## src/rtl/instr_mem_loader_pkg.sv

```systemverilog
// ----------------------------------------------------------------------------
// loader_pkg
// Shared definitions for the instruction memory loader: FSM state encoding,
// default memory depth and the byte/word widths used by the datapath.
// The CHECK state only exists when LOADER_CHECKSUM_EN is defined.
// ----------------------------------------------------------------------------
package loader_pkg;

    localparam int MEM_DEPTH_DEF = 256;
    localparam int WORD_W        = 32;
    localparam int BYTE_W        = 8;

    typedef enum logic [2:0] {
        ST_IDLE    = 3'd0,
        ST_COLLECT = 3'd1,
        ST_WRITE   = 3'd2,
`ifdef LOADER_CHECKSUM_EN
        ST_CHECK   = 3'd3,
`endif
        ST_FINISH  = 3'd4
    } state_e;

endpackage

```

## src/rtl/instr_mem_loader_if.sv

```systemverilog
// ----------------------------------------------------------------------------
// instr_mem_loader_if
// Bundle of the loader's control, byte-stream and memory-write signals.
//   master : the environment (drives start/length/byte stream)
//   slave  : the loader (drives byte_ready, write port and status)
// Parameter AW is the word address width; length is AW+1 bits wide so that
// a full-memory load (MEM_DEPTH words) can be expressed.
// ----------------------------------------------------------------------------
interface instr_mem_loader_if #(
    parameter int AW = 8
);
    logic          start;
    logic [AW:0]   length;
    logic [7:0]    byte_in;
    logic          byte_valid;
    logic          byte_ready;
    logic          wr_en;
    logic [AW-1:0] wr_addr;
    logic [31:0]   wr_data;
    logic          busy;
    logic          done;
    logic          error;

    modport master (
        output start, length, byte_in, byte_valid,
        input  byte_ready, wr_en, wr_addr, wr_data, busy, done, error
    );

    modport slave (
        input  start, length, byte_in, byte_valid,
        output byte_ready, wr_en, wr_addr, wr_data, busy, done, error
    );
endinterface

```

## src/rtl/instr_mem_loader_word_packer.sv

```systemverilog
// ----------------------------------------------------------------------------
// word_packer
// Assembles four accepted bytes into one little-endian 32-bit word.
// Ports:
//   clk, rst          clock / async active-high reset
//   clear_i           synchronous clear of word and byte counter
//   accept_i          a byte is accepted this cycle
//   byte_i            byte to pack
//   word_o            assembled word (first byte in bits [7:0])
//   word_complete_o   the byte accepted this cycle completes the word
// ----------------------------------------------------------------------------
module word_packer
    import loader_pkg::*;
(
    input  logic              clk,
    input  logic              rst,
    input  logic              clear_i,
    input  logic              accept_i,
    input  logic [BYTE_W-1:0] byte_i,
    output logic [WORD_W-1:0] word_o,
    output logic              word_complete_o
);

    logic [1:0]        cnt_q, cnt_d;
    logic [WORD_W-1:0] word_q, word_d;

    // Next-state: shift new bytes in from the top so the first byte ends up
    // in the least significant position after four accepts.
    always_comb begin
        cnt_d  = cnt_q;
        word_d = word_q;
        if (clear_i) begin
            cnt_d  = 2'd0;
            word_d = {WORD_W{1'b0}};
        end else if (accept_i) begin
            cnt_d  = cnt_q + 2'd1;
            word_d = {byte_i, word_q[WORD_W-1:BYTE_W]};
        end else begin
            cnt_d  = cnt_q;
            word_d = word_q;
        end
    end

    // Packer state registers.
    always_ff @(posedge clk or posedge rst) begin
        if (rst) begin
            cnt_q  <= 2'd0;
            word_q <= {WORD_W{1'b0}};
        end else begin
            cnt_q  <= cnt_d;
            word_q <= word_d;
        end
    end

    assign word_o          = word_q;
    assign word_complete_o = accept_i & ~clear_i & (cnt_q == 2'd3);

endmodule

```

## src/rtl/instr_mem_loader.sv

```systemverilog
// ----------------------------------------------------------------------------
// instr_mem_loader
// Receives a byte stream, packs it into 32-bit instruction words and writes
// them to consecutive instruction-memory addresses starting at 0.
// Ports:
//   clk   system clock (rising edge)
//   rst   asynchronous active-high reset
//   bus   instr_mem_loader_if.slave: start/length request, byte stream
//         (byte_in/byte_valid/byte_ready), write port (wr_en/wr_addr/
//         wr_data) and status (busy/done/error)
// Configuration:
//   LOADER_CHECKSUM_EN  when defined, one extra byte after the program is
//                       compared against the XOR of all program bytes and a
//                       mismatch sets error; otherwise error is tied to 0.
// ----------------------------------------------------------------------------
module instr_mem_loader
    import loader_pkg::*;
#(
    parameter int MEM_DEPTH = MEM_DEPTH_DEF
) (
    input  logic                clk,
    input  logic                rst,
    instr_mem_loader_if.slave   bus
);

    localparam int AW = $clog2(MEM_DEPTH);

    state_e            state_q, state_d;
    logic [AW-1:0]     addr_q, addr_d;
    logic [AW:0]       len_q, len_d;
    logic              ready_q, ready_d;
    logic              wr_en_q, wr_en_d;
    logic              busy_q, busy_d;
    logic              done_q, done_d;
    logic              start_s;
    logic              accept_s;
    logic              last_word_s;
    logic              word_complete_s;
    logic [WORD_W-1:0] word_s;

    assign start_s     = bus.start & (state_q == ST_IDLE);
    assign accept_s    = bus.byte_valid & ready_q;
    // Words written after this WRITE equals the (clamped) length.
    assign last_word_s = (((AW+1)'(addr_q)) + (AW+1)'(1)) == len_q;

    word_packer u_packer (
        .clk             (clk),
        .rst             (rst),
        .clear_i         (start_s),
        .accept_i        (accept_s & (state_q == ST_COLLECT)),
        .byte_i          (bus.byte_in),
        .word_o          (word_s),
        .word_complete_o (word_complete_s)
    );

    // FSM state register.
    always_ff @(posedge clk or posedge rst) begin
        if (rst) begin
            state_q <= ST_IDLE;
        end else begin
            state_q <= state_d;
        end
    end

    // FSM next-state logic.
    always_comb begin
        state_d = state_q;
        case (state_q)
            ST_IDLE: begin
                if (bus.start) begin
                    if (bus.length == {(AW+1){1'b0}}) begin
                        state_d = ST_FINISH;
                    end else begin
                        state_d = ST_COLLECT;
                    end
                end else begin
                    state_d = ST_IDLE;
                end
            end
            ST_COLLECT: begin
                if (word_complete_s) begin
                    state_d = ST_WRITE;
                end else begin
                    state_d = ST_COLLECT;
                end
            end
            ST_WRITE: begin
                if (last_word_s) begin
`ifdef LOADER_CHECKSUM_EN
                    state_d = ST_CHECK;
`else
                    state_d = ST_FINISH;
`endif
                end else begin
                    state_d = ST_COLLECT;
                end
            end
`ifdef LOADER_CHECKSUM_EN
            ST_CHECK: begin
                if (accept_s) begin
                    state_d = ST_FINISH;
                end else begin
                    state_d = ST_CHECK;
                end
            end
`endif
            ST_FINISH: state_d = ST_IDLE;
            default:   state_d = ST_IDLE;
        endcase
    end

    // FSM output decode from the next state so the registered outputs line
    // up with the state they belong to.
    always_comb begin
        ready_d = 1'b0;
        wr_en_d = 1'b0;
        busy_d  = 1'b1;
        done_d  = 1'b0;
        case (state_d)
            ST_IDLE:    busy_d  = 1'b0;
            ST_COLLECT: ready_d = 1'b1;
            ST_WRITE:   wr_en_d = 1'b1;
`ifdef LOADER_CHECKSUM_EN
            ST_CHECK:   ready_d = 1'b1;
`endif
            ST_FINISH:  done_d  = 1'b1;
            default:    busy_d  = 1'b0;
        endcase
    end

    // Address and length next-state; the address stops at the last word so
    // it never wraps past MEM_DEPTH-1.
    always_comb begin
        addr_d = addr_q;
        len_d  = len_q;
        if (start_s) begin
            addr_d = {AW{1'b0}};
            if (bus.length > (AW+1)'(MEM_DEPTH)) begin
                len_d = (AW+1)'(MEM_DEPTH);
            end else begin
                len_d = bus.length;
            end
        end else if ((state_q == ST_WRITE) && !last_word_s) begin
            addr_d = addr_q + {{(AW-1){1'b0}}, 1'b1};
        end else begin
            addr_d = addr_q;
        end
    end

    // Datapath and output registers.
    always_ff @(posedge clk or posedge rst) begin
        if (rst) begin
            addr_q  <= {AW{1'b0}};
            len_q   <= {(AW+1){1'b0}};
            ready_q <= 1'b0;
            wr_en_q <= 1'b0;
            busy_q  <= 1'b0;
            done_q  <= 1'b0;
        end else begin
            addr_q  <= addr_d;
            len_q   <= len_d;
            ready_q <= ready_d;
            wr_en_q <= wr_en_d;
            busy_q  <= busy_d;
            done_q  <= done_d;
        end
    end

`ifdef LOADER_CHECKSUM_EN
    logic [BYTE_W-1:0] csum_q, csum_d;
    logic              error_q, error_d;

    // Running XOR of program bytes and the checksum comparison.
    always_comb begin
        csum_d  = csum_q;
        error_d = error_q;
        if (start_s) begin
            csum_d  = {BYTE_W{1'b0}};
            error_d = 1'b0;
        end else if (accept_s && (state_q == ST_COLLECT)) begin
            csum_d  = csum_q ^ bus.byte_in;
        end else if (accept_s && (state_q == ST_CHECK)) begin
            error_d = (bus.byte_in != csum_q);
        end else begin
            csum_d  = csum_q;
            error_d = error_q;
        end
    end

    // Checksum registers.
    always_ff @(posedge clk or posedge rst) begin
        if (rst) begin
            csum_q  <= {BYTE_W{1'b0}};
            error_q <= 1'b0;
        end else begin
            csum_q  <= csum_d;
            error_q <= error_d;
        end
    end

    assign bus.error = error_q;
`else
    assign bus.error = 1'b0;
`endif

    assign bus.byte_ready = ready_q;
    assign bus.wr_en      = wr_en_q;
    assign bus.wr_addr    = addr_q;
    assign bus.wr_data    = word_s;
    assign bus.busy       = busy_q;
    assign bus.done       = done_q;

endmodule

```

## src/flat_wrapper.sv

```systemverilog
// flat-port wrapper written by rule: the top's interface ports become plain ports
module instr_mem_loader_flat import loader_pkg::*;
#(
    parameter int MEM_DEPTH = MEM_DEPTH_DEF
)
  (clk, rst, bus_start, bus_length, bus_byte_in, bus_byte_valid, bus_byte_ready, bus_wr_en, bus_wr_addr, bus_wr_data, bus_busy, bus_done, bus_error);
  instr_mem_loader_if #(.AW(8)) bus_i ();
  input  logic clk;
  input  logic rst;
  input wire logic [$bits(bus_i.start)-1:0] bus_start;
  input wire logic [$bits(bus_i.length)-1:0] bus_length;
  input wire logic [$bits(bus_i.byte_in)-1:0] bus_byte_in;
  input wire logic [$bits(bus_i.byte_valid)-1:0] bus_byte_valid;
  output wire logic [$bits(bus_i.byte_ready)-1:0] bus_byte_ready;
  output wire logic [$bits(bus_i.wr_en)-1:0] bus_wr_en;
  output wire logic [$bits(bus_i.wr_addr)-1:0] bus_wr_addr;
  output wire logic [$bits(bus_i.wr_data)-1:0] bus_wr_data;
  output wire logic [$bits(bus_i.busy)-1:0] bus_busy;
  output wire logic [$bits(bus_i.done)-1:0] bus_done;
  output wire logic [$bits(bus_i.error)-1:0] bus_error;
  assign bus_i.start = bus_start;
  assign bus_i.length = bus_length;
  assign bus_i.byte_in = bus_byte_in;
  assign bus_i.byte_valid = bus_byte_valid;
  assign bus_byte_ready = bus_i.byte_ready;
  assign bus_wr_en = bus_i.wr_en;
  assign bus_wr_addr = bus_i.wr_addr;
  assign bus_wr_data = bus_i.wr_data;
  assign bus_busy = bus_i.busy;
  assign bus_done = bus_i.done;
  assign bus_error = bus_i.error;
  instr_mem_loader #(.MEM_DEPTH(MEM_DEPTH)) u_core (.clk(clk), .rst(rst), .bus(bus_i));
endmodule
```

## config.mk

```make
export PLATFORM = sky130hd
export DESIGN_NAME = instr_mem_loader_flat
export DESIGN_NICKNAME = d
export VERILOG_FILES = /design/src/rtl/instr_mem_loader_pkg.sv /design/src/rtl/instr_mem_loader_if.sv /design/src/rtl/instr_mem_loader_word_packer.sv /design/src/rtl/instr_mem_loader.sv /design/src/flat_wrapper.sv
export SDC_FILE = /design/constraint.sdc
export NUM_CORES = 1
export LEC_CHECK = 0
export ABC_AREA = 1
export CORE_MARGIN = 8
export CORE_UTILIZATION = 35
export CTS_BUF_LIST = sky130_fd_sc_hd__clkbuf_4
export CTS_CLUSTER_DIAMETER = 100
export DETAILED_ROUTE_END_ITERATION = 6
export HOLD_SLACK_MARGIN = 0.15
export PLACE_DENSITY = 0.58
export SLEW_MARGIN = 5
export SYNTH_ARGS = -nofsm -noshare
export SYNTH_HDL_FRONTEND = slang
export SYNTH_SLANG_ARGS = --single-unit
export TNS_END_PERCENT = 30
```

## constraint.sdc

```tcl
create_clock -name clk -period 3.5 [get_ports clk]
set_input_delay 0.35 -clock clk [delete_from_list [all_inputs] [get_ports clk]]
set_output_delay 0.35 -clock clk [all_outputs]
set_load 0.02 [all_outputs]
```

-- Word level (Yosys, flattened, before mapping)
Cells that the tools add are included.
- multiplexer cells: 16
- $lt $le $gt $ge: 1
- equality and inequality tests: 7
- $add $sub $neg: 3
- bitwise logic cells: 6
- reductions and logical operators: 7
- operators by type and width (operator ; number):
    32-bit 2-to-1 mux ; 2
    8-bit 2-to-1 mux ; 2
    8-bit by 1-bit adder with 9-bit output (second input constant) ; 1
    9-bit == test ; 1
    9-bit greater-than comparator (second input constant) ; 1
    9-bit zero test ; 1
    3-bit 2-to-1 mux ; 3
    9-bit 2-to-1 mux ; 1
    3-bit one-hot mux with 3 select lines ; 1
    8-bit by 1-bit adder with 8-bit output (second input constant) ; 1
    3-bit by 1-bit == test with 1-bit output (second input constant) ; 2
    3-bit by 2-bit == test with 1-bit output (second input constant) ; 2
    2-bit 2-to-1 mux ; 3
    1-bit bitwise AND ; 5
    1-bit 2-to-1 mux ; 4
    2-bit nonzero test ; 2
    3-bit == test (second input constant) ; 1
    3-bit zero test ; 1
    3-bit OR reduction ; 1
    2-bit by 1-bit adder with 2-bit output (second input constant) ; 1
    2-bit == test (second input constant) ; 1
    1-bit logical AND ; 1
    1-bit zero test ; 1
    1-bit NOT ; 1
- output and inout bits: 45
- logic and storage cells: 49
- flip-flop bits (word level): 58
- input port bits: 21

-- Depth between registers and ports, before layout
- word-level depth: 10
- depth in mapped cells: 13
- depth with buffers taken out: 13

-- Hierarchy
From an unflattened synthesis, not the netlist that was laid out.
- cells, all modules: 335
- area total of the unflattened synthesis: 2904.0 µm²
- modules (own cells, without submodules) (module ; sequential area each (µm²) ; area an instance (µm²) ; cells an instance ; instances):
    word_packer ; 850.8 ; 1550.2 ; 152 ; 1
    instr_mem_loader ; 600.6 ; 1353.8 ; 183 ; 1

-- Least setup slack after synthesis
Ideal clock, no wire load.
- kind: flip-flop to flip-flop
- start: register u_core.addr_q[0], in the netlist u_core.bus.wr_addr[0]
- end: register u_core.addr_q[0], in the netlist u_core.bus.wr_addr[0]
- setup slack: 1.629 ns
- required time: 3.433 ns
- path buffers: 0
- clock period less this slack: 1.871 ns
- library setup time: 0.067 ns
- arrival time: 1.804 ns
- cell stages (with the launch flop): 14
- path through: dfrtp_1 > ha_1 > nand2_4 > nor2_2 > nand2_1 > nand2_2 > nand2_1 > nand2_2 > nand2_2 > nor2_4 > nand2_4 > nand2_4 > nand3_1 > nand2_1
- longest elaborated chain between the ends: 5
- elaborated cells between the ends (all ways): 8
- classes of those cells: 2 x add/sub; 1 x eq/ne; 2 x mux; 3 x reduce/logical
- ends and longest elaborated chain (element ; RTL line ; source):
    from (decl) ; instr_mem_loader.sv:29 ; logic [AW-1:0] addr_q, addr_d;
    from (signal assigned) ; instr_mem_loader.sv:153 ; addr_q <= {AW{1'b0}};
    from (signal assigned) ; instr_mem_loader.sv:160 ; addr_q <= addr_d;
    8-bit by 1-bit adder with 9-bit output ; instr_mem_loader.sv:44 ; assign last_word_s = (((AW+1)'(addr_q)) + (AW+1)'(1)) == len_q;
    9-bit == test ; instr_mem_loader.sv:44 ;
    1-bit zero test ; instr_mem_loader.sv:143 ; end else if ((state_q == ST_WRITE) && !last_word_s) begin
    1-bit logical AND ; instr_mem_loader.sv:143 ;
    2-bit nonzero test (no line) ; n/a ;
Several ways; a longest one is shown, not always the timed one. The select of a mux whose other input is x is not followed.
A chain may end at the register's enable or synchronous reset.

-- Worst setup path after layout
- start: register u_core.state_q[0]
- end: register u_core.u_packer.word_q[28], in the netlist u_core.u_packer.word_o[28]
- longest elaborated chain between the ends: 3
- elaborated cells between the ends (all ways): 6
- classes of those cells: 1 x eq/ne; 1 x mux; 2 x bitwise; 2 x reduce/logical
- ends and longest elaborated chain (element ; RTL line ; source):
    from (decl) ; instr_mem_loader.sv:28 ; state_e state_q, state_d;
    from (signal assigned) ; instr_mem_loader.sv:61 ; state_q <= state_d;
    3-bit by 1-bit == test with 1-bit output / 3-bit zero test (equally long branches) ; instr_mem_loader.sv:50, instr_mem_loader.sv:41 ;
    1-bit bitwise AND, on equally long branches ; instr_mem_loader.sv:50, instr_mem_loader.sv:41 ;
    2-bit nonzero test (no line) / 32-bit 2-to-1 mux (equally long branches) ; n/a ;
    to (signal assigned) ; instr_mem_loader_word_packer.sv:48 ; word_q <= {WORD_W{1'b0}};
    to (signal assigned) ; instr_mem_loader_word_packer.sv:51 ; word_q <= word_d;
    to (decl) ; instr_mem_loader_word_packer.sv:25 ; logic [WORD_W-1:0] word_q, word_d;
Several ways; a longest one is shown, not always the timed one.

==> summary.md <==
| Metric | Value |
|---|---|
| Pre-CTS setup slack | `0.5054 ns` |
| Length in cells of the worst reg-to-reg path | `8` |
| Final worst setup slack | `0.8130 ns` |
| Reg-to-reg slack, setup | `0.81 ns` |
| First-pass GRT wire length | `11.36 mm` |
| Commonest cells after routing, fill and taps aside | `nand2_1 (67), clkdlybuf4s50_1 (64), dfrtp_1 (58), inv_1 (50), nand3_1 (28)` |
| Hold buffer count at CTS | `0` |
| Share of the core filled with cells | `47.17%` |
| Crit-path cells | `nand2_1 > nor2_1 > nand3_1 > buf_4 > inv_1 > nor2_1 > inv_1 > o21ai_0` |
| Avg Inst Size Synth | `8.661 µm²` |
| Clock buffer depth | `2` |
| DRC | `0` |
| Cell area after placement | `3413 µm²` |
| Chip Width | `103.3 µm` |
| Yosys Warn Count | `0` |
| Final setup viols | `0` |
| Post-Route WL | `6.795 mm` |
| Cell taking the most area after synthesis | `dfrtp_1` |
| Largest net degree at the start of global routing | `40` |
| Postcts setup bufs | `0` |
| Combinational Power Share | `44.0%` |
| Number of global-route vias before repair | `2378` |
| Worst slew margin | `46.54%` |
| Synth Cell Area | `2668 µm²` |
| Outcome | `completed` |
| Max FO, Critical Path | `26` |
| Max cap viols | `0` |
| Worst VDD drop | `0.4529 mV` |
| Simple-gate share of the synthesized area | `24.48%` |
| P_leak | `0.001690 µW` |
| Clk_skew | `0.01881 ns` |
| Critical path arrival | `3.01 ns` |
| Yosys top cell area share | `54.41%` |
| 1st-pass router iterations | `4` |
| GRT Residual Overflow | `0` |
| Antenna violations before repair | `0` |
| CTS tree | `built` |
| EDFF count, synth | `0` |
| HP Class | `in -> async` |
| Syn_nets | `331` |
| RSZ-0062 raised after global routing | `false` |
| Mux share of post-synthesis cell area | `0%` |
| Async set-reset flop share out of synthesis | `100.0%` |
| Die ar. | `10670 µm²` |
| Row cnt | `32` |
| Reg2Reg Launch Point | `u_core.state_q[0]` |
| Gr usage total | `14.03%` |
| Sequential share of power | `37.3%` |
| Clock Root Buffer | `clkbuf_4` |
| Worst setup path end | `u_core.u_packer.word_o[28]` |
| Reg2reg end | `u_core.u_packer.word_o[28]` |
| Initial Util | `35.25%` |
| Worst-Margin Slew | `0.8007 ns` |
| Clk_lat worst skew | `0.41 ns` |
| Gate Count Post-Synth | `308` |
| RD Place Congestion | `0.8158` |
| #FFs+latches synth | `58` |
| CP startpoint kind | `flop` |
| Seq/Total Area, Yosys | `54.41%` |
| Fmax | `372.2 MHz` |
| Final hold vios | `0` |
| CP Buf/Inv Count | `3` |
| Stages on worst setup path | `8` |
| CP top delay family | `buffers and inverters` |
| XOR/XNOR Fraction of Synth Area | `0.6567%` |
| Number of I/O pins | `66` |
| Library cells used by synthesis | `26` |
| Largest family of logic cells by synthesized area | `simple AND/OR/NAND/NOR gates` |
| Net switching power | `1179 µW` |
| Complex-gate fraction of the synthesized area | `9.803%` |
| Via Count | `2235` |
| Avg WL per Cell | `14.04 µm` |
| Clock Power Share | `18.7%` |
| Setup TNS | `0 ns` |
| Nets | `400` |
| Pwr per Cell Area | `826.1 nW/µm²` |
| Die Y | `103.3 µm` |
| Critical path's slowest cell | `nor2_1` |
| Synth area leaders | `dfrtp_1 (54%), nand2_1 (9.4%), inv_1 (7.2%), nand3_1 (5.3%), o22ai_1 (4.2%)` |
| H-tree Lvls | `3` |
| Most common cell after layout, fill and taps aside | `nand2_1` |
| Sw Share | `39.99%` |
| N_diodes | `0` |
| Fin crit share | `76.77%` |
| Average via count per standard cell | `4.618` |
| Crit path launch | `u_core.state_q[0]` |
| TritonCTS Buffers | `9` |
| Most common flop cell mapped by yosys | `dfrtp_1` |
| Hpwl dp | `5.051 mm` |
| Area grow syn2layout | `33.82%` |
| Data required, critical path | `3.82 ns` |
| Total core area | `7567 µm²` |
| Final instance area | `3570 µm²` |
| Fin crit period | `2.687 ns` |
| Worst-path clk slew | `0.11 ns` |
| Share of post-route cells with drive strength above 1 | `10.99%` |
| Initial DRC count | `113` |
| Adder-Cell Fraction of Synth Area | `0.9381%` |
| Critical path's largest stage delay | `0.62 ns` |
| Slew Viols, Final | `0` |
| CP endpoint kind | `flop` |
| Clock sinks | `58` |
| Pint | `1770 µW` |
| Resize count post-CTS | `0` |
| IO buf count | `64` |
| WS Path Type | `reg -> reg` |
| Antenna viol nets, final | `0` |
-- layout make-up --
| cell class | instances | area [µm²] |
|---|---|---|
| clock inverter | 6 | 81.33 |
| sequential | 58 | 1451 |
| timing repair buffer | 68 | 670.6 |
| tap | 102 | 127.6 |
| multi-input combinational | 186 | 960.9 |
| inverter | 54 | 202.7 |
| clock buffer | 10 | 75.07 |
| fill | 734 | 3998 |
-- worst reg2reg max path: stages (launching register included) --
cell and delay, ns:
dfrtp_1 0.42, nand2_1 0.08, nor2_1 0.05, nand3_1 0.07
buf_4 0.26, inv_1 0.25, nor2_1 0.62, inv_1 0.55
o21ai_0 0.31
-- power by group through the flow --
stage	combinational [µW]	sequential [µW]	clock, µW
6_report	1300	1100	551
5_1_grt	1440	1130	590
4_1_cts	1320	1100	561
3_5_place_dp	1320	1100	0
3_3_place_gp	1300	1110	0
2_1_floorplan	542	1310	0
-- worst min path at each step --
stage | slack [ns] | end | start
after detailed placement | 0.48 | u_core.u_packer.word_o[2] | u_core.u_packer.word_o[2]
after global routing | 0.46 | u_core.len_q[1] | rst
after CTS | 0.42 | u_core.len_q[1] | rst
after global placement | 0.47 | u_core.u_packer.word_o[5] | u_core.u_packer.word_o[5]
after floorplan | 0.47 | u_core.u_packer.cnt_q[0] | u_core.u_packer.cnt_q[0]
final | 0.40 | u_core.len_q[1] | rst
-- logic make-up after synthesis --
group	Yosys count
AOI/OAI and AO/OA	45
other	1
buffers and inverters	64
and+or+nand+nor	136
adders and majority gates	2
DFF	58
xor gates and xnor gates	2
-- synth_stat cells (2+ instances only) --
cell type and number:
nand4_1 9, nand3_1 28, inv_1 51, clkbuf_1 4, nand2_2 8, ha_1 2, nor2_1 12, nand2_1 67
buf_2 3, dfrtp_1 58, a22o_1 2, buf_4 3, o21ai_0 22, nor2_4 3, nand2_4 3, o22ai_1 18
a21oi_1 2, inv_2 3, nor2_2 3
-- routing by layer --
layer	wire (µm)	track usage (%)
met1	3015	16.34
met2	3118	22.43
met3	547	5.288
met4	114	6.563
met5	0	0
-- registers in the layout (all words and copies together), names as in the netlist --
register,cells
u_core.bus.wr_addr,8
u_core.bus.done,1
u_core.u_packer.word_o,32
u_core.u_packer.cnt_q,2
u_core.bus.busy,1
u_core.bus.byte_ready,1
u_core.len_q,9
u_core.bus.wr_en,1
u_core.state_q,3
-- per-stage QoR --
step                      total power, µW  hold WS [ns]  instances
final                                2949        0.4028        484
after global routing                 3162        0.4587        484
after detailed placement             2424        0.4806        468
after global placement               2408        0.4696        468
after CTS                            2985        0.4183        484
after floorplan                      1850        0.4681        308
(Power assumes the default switching activity.)
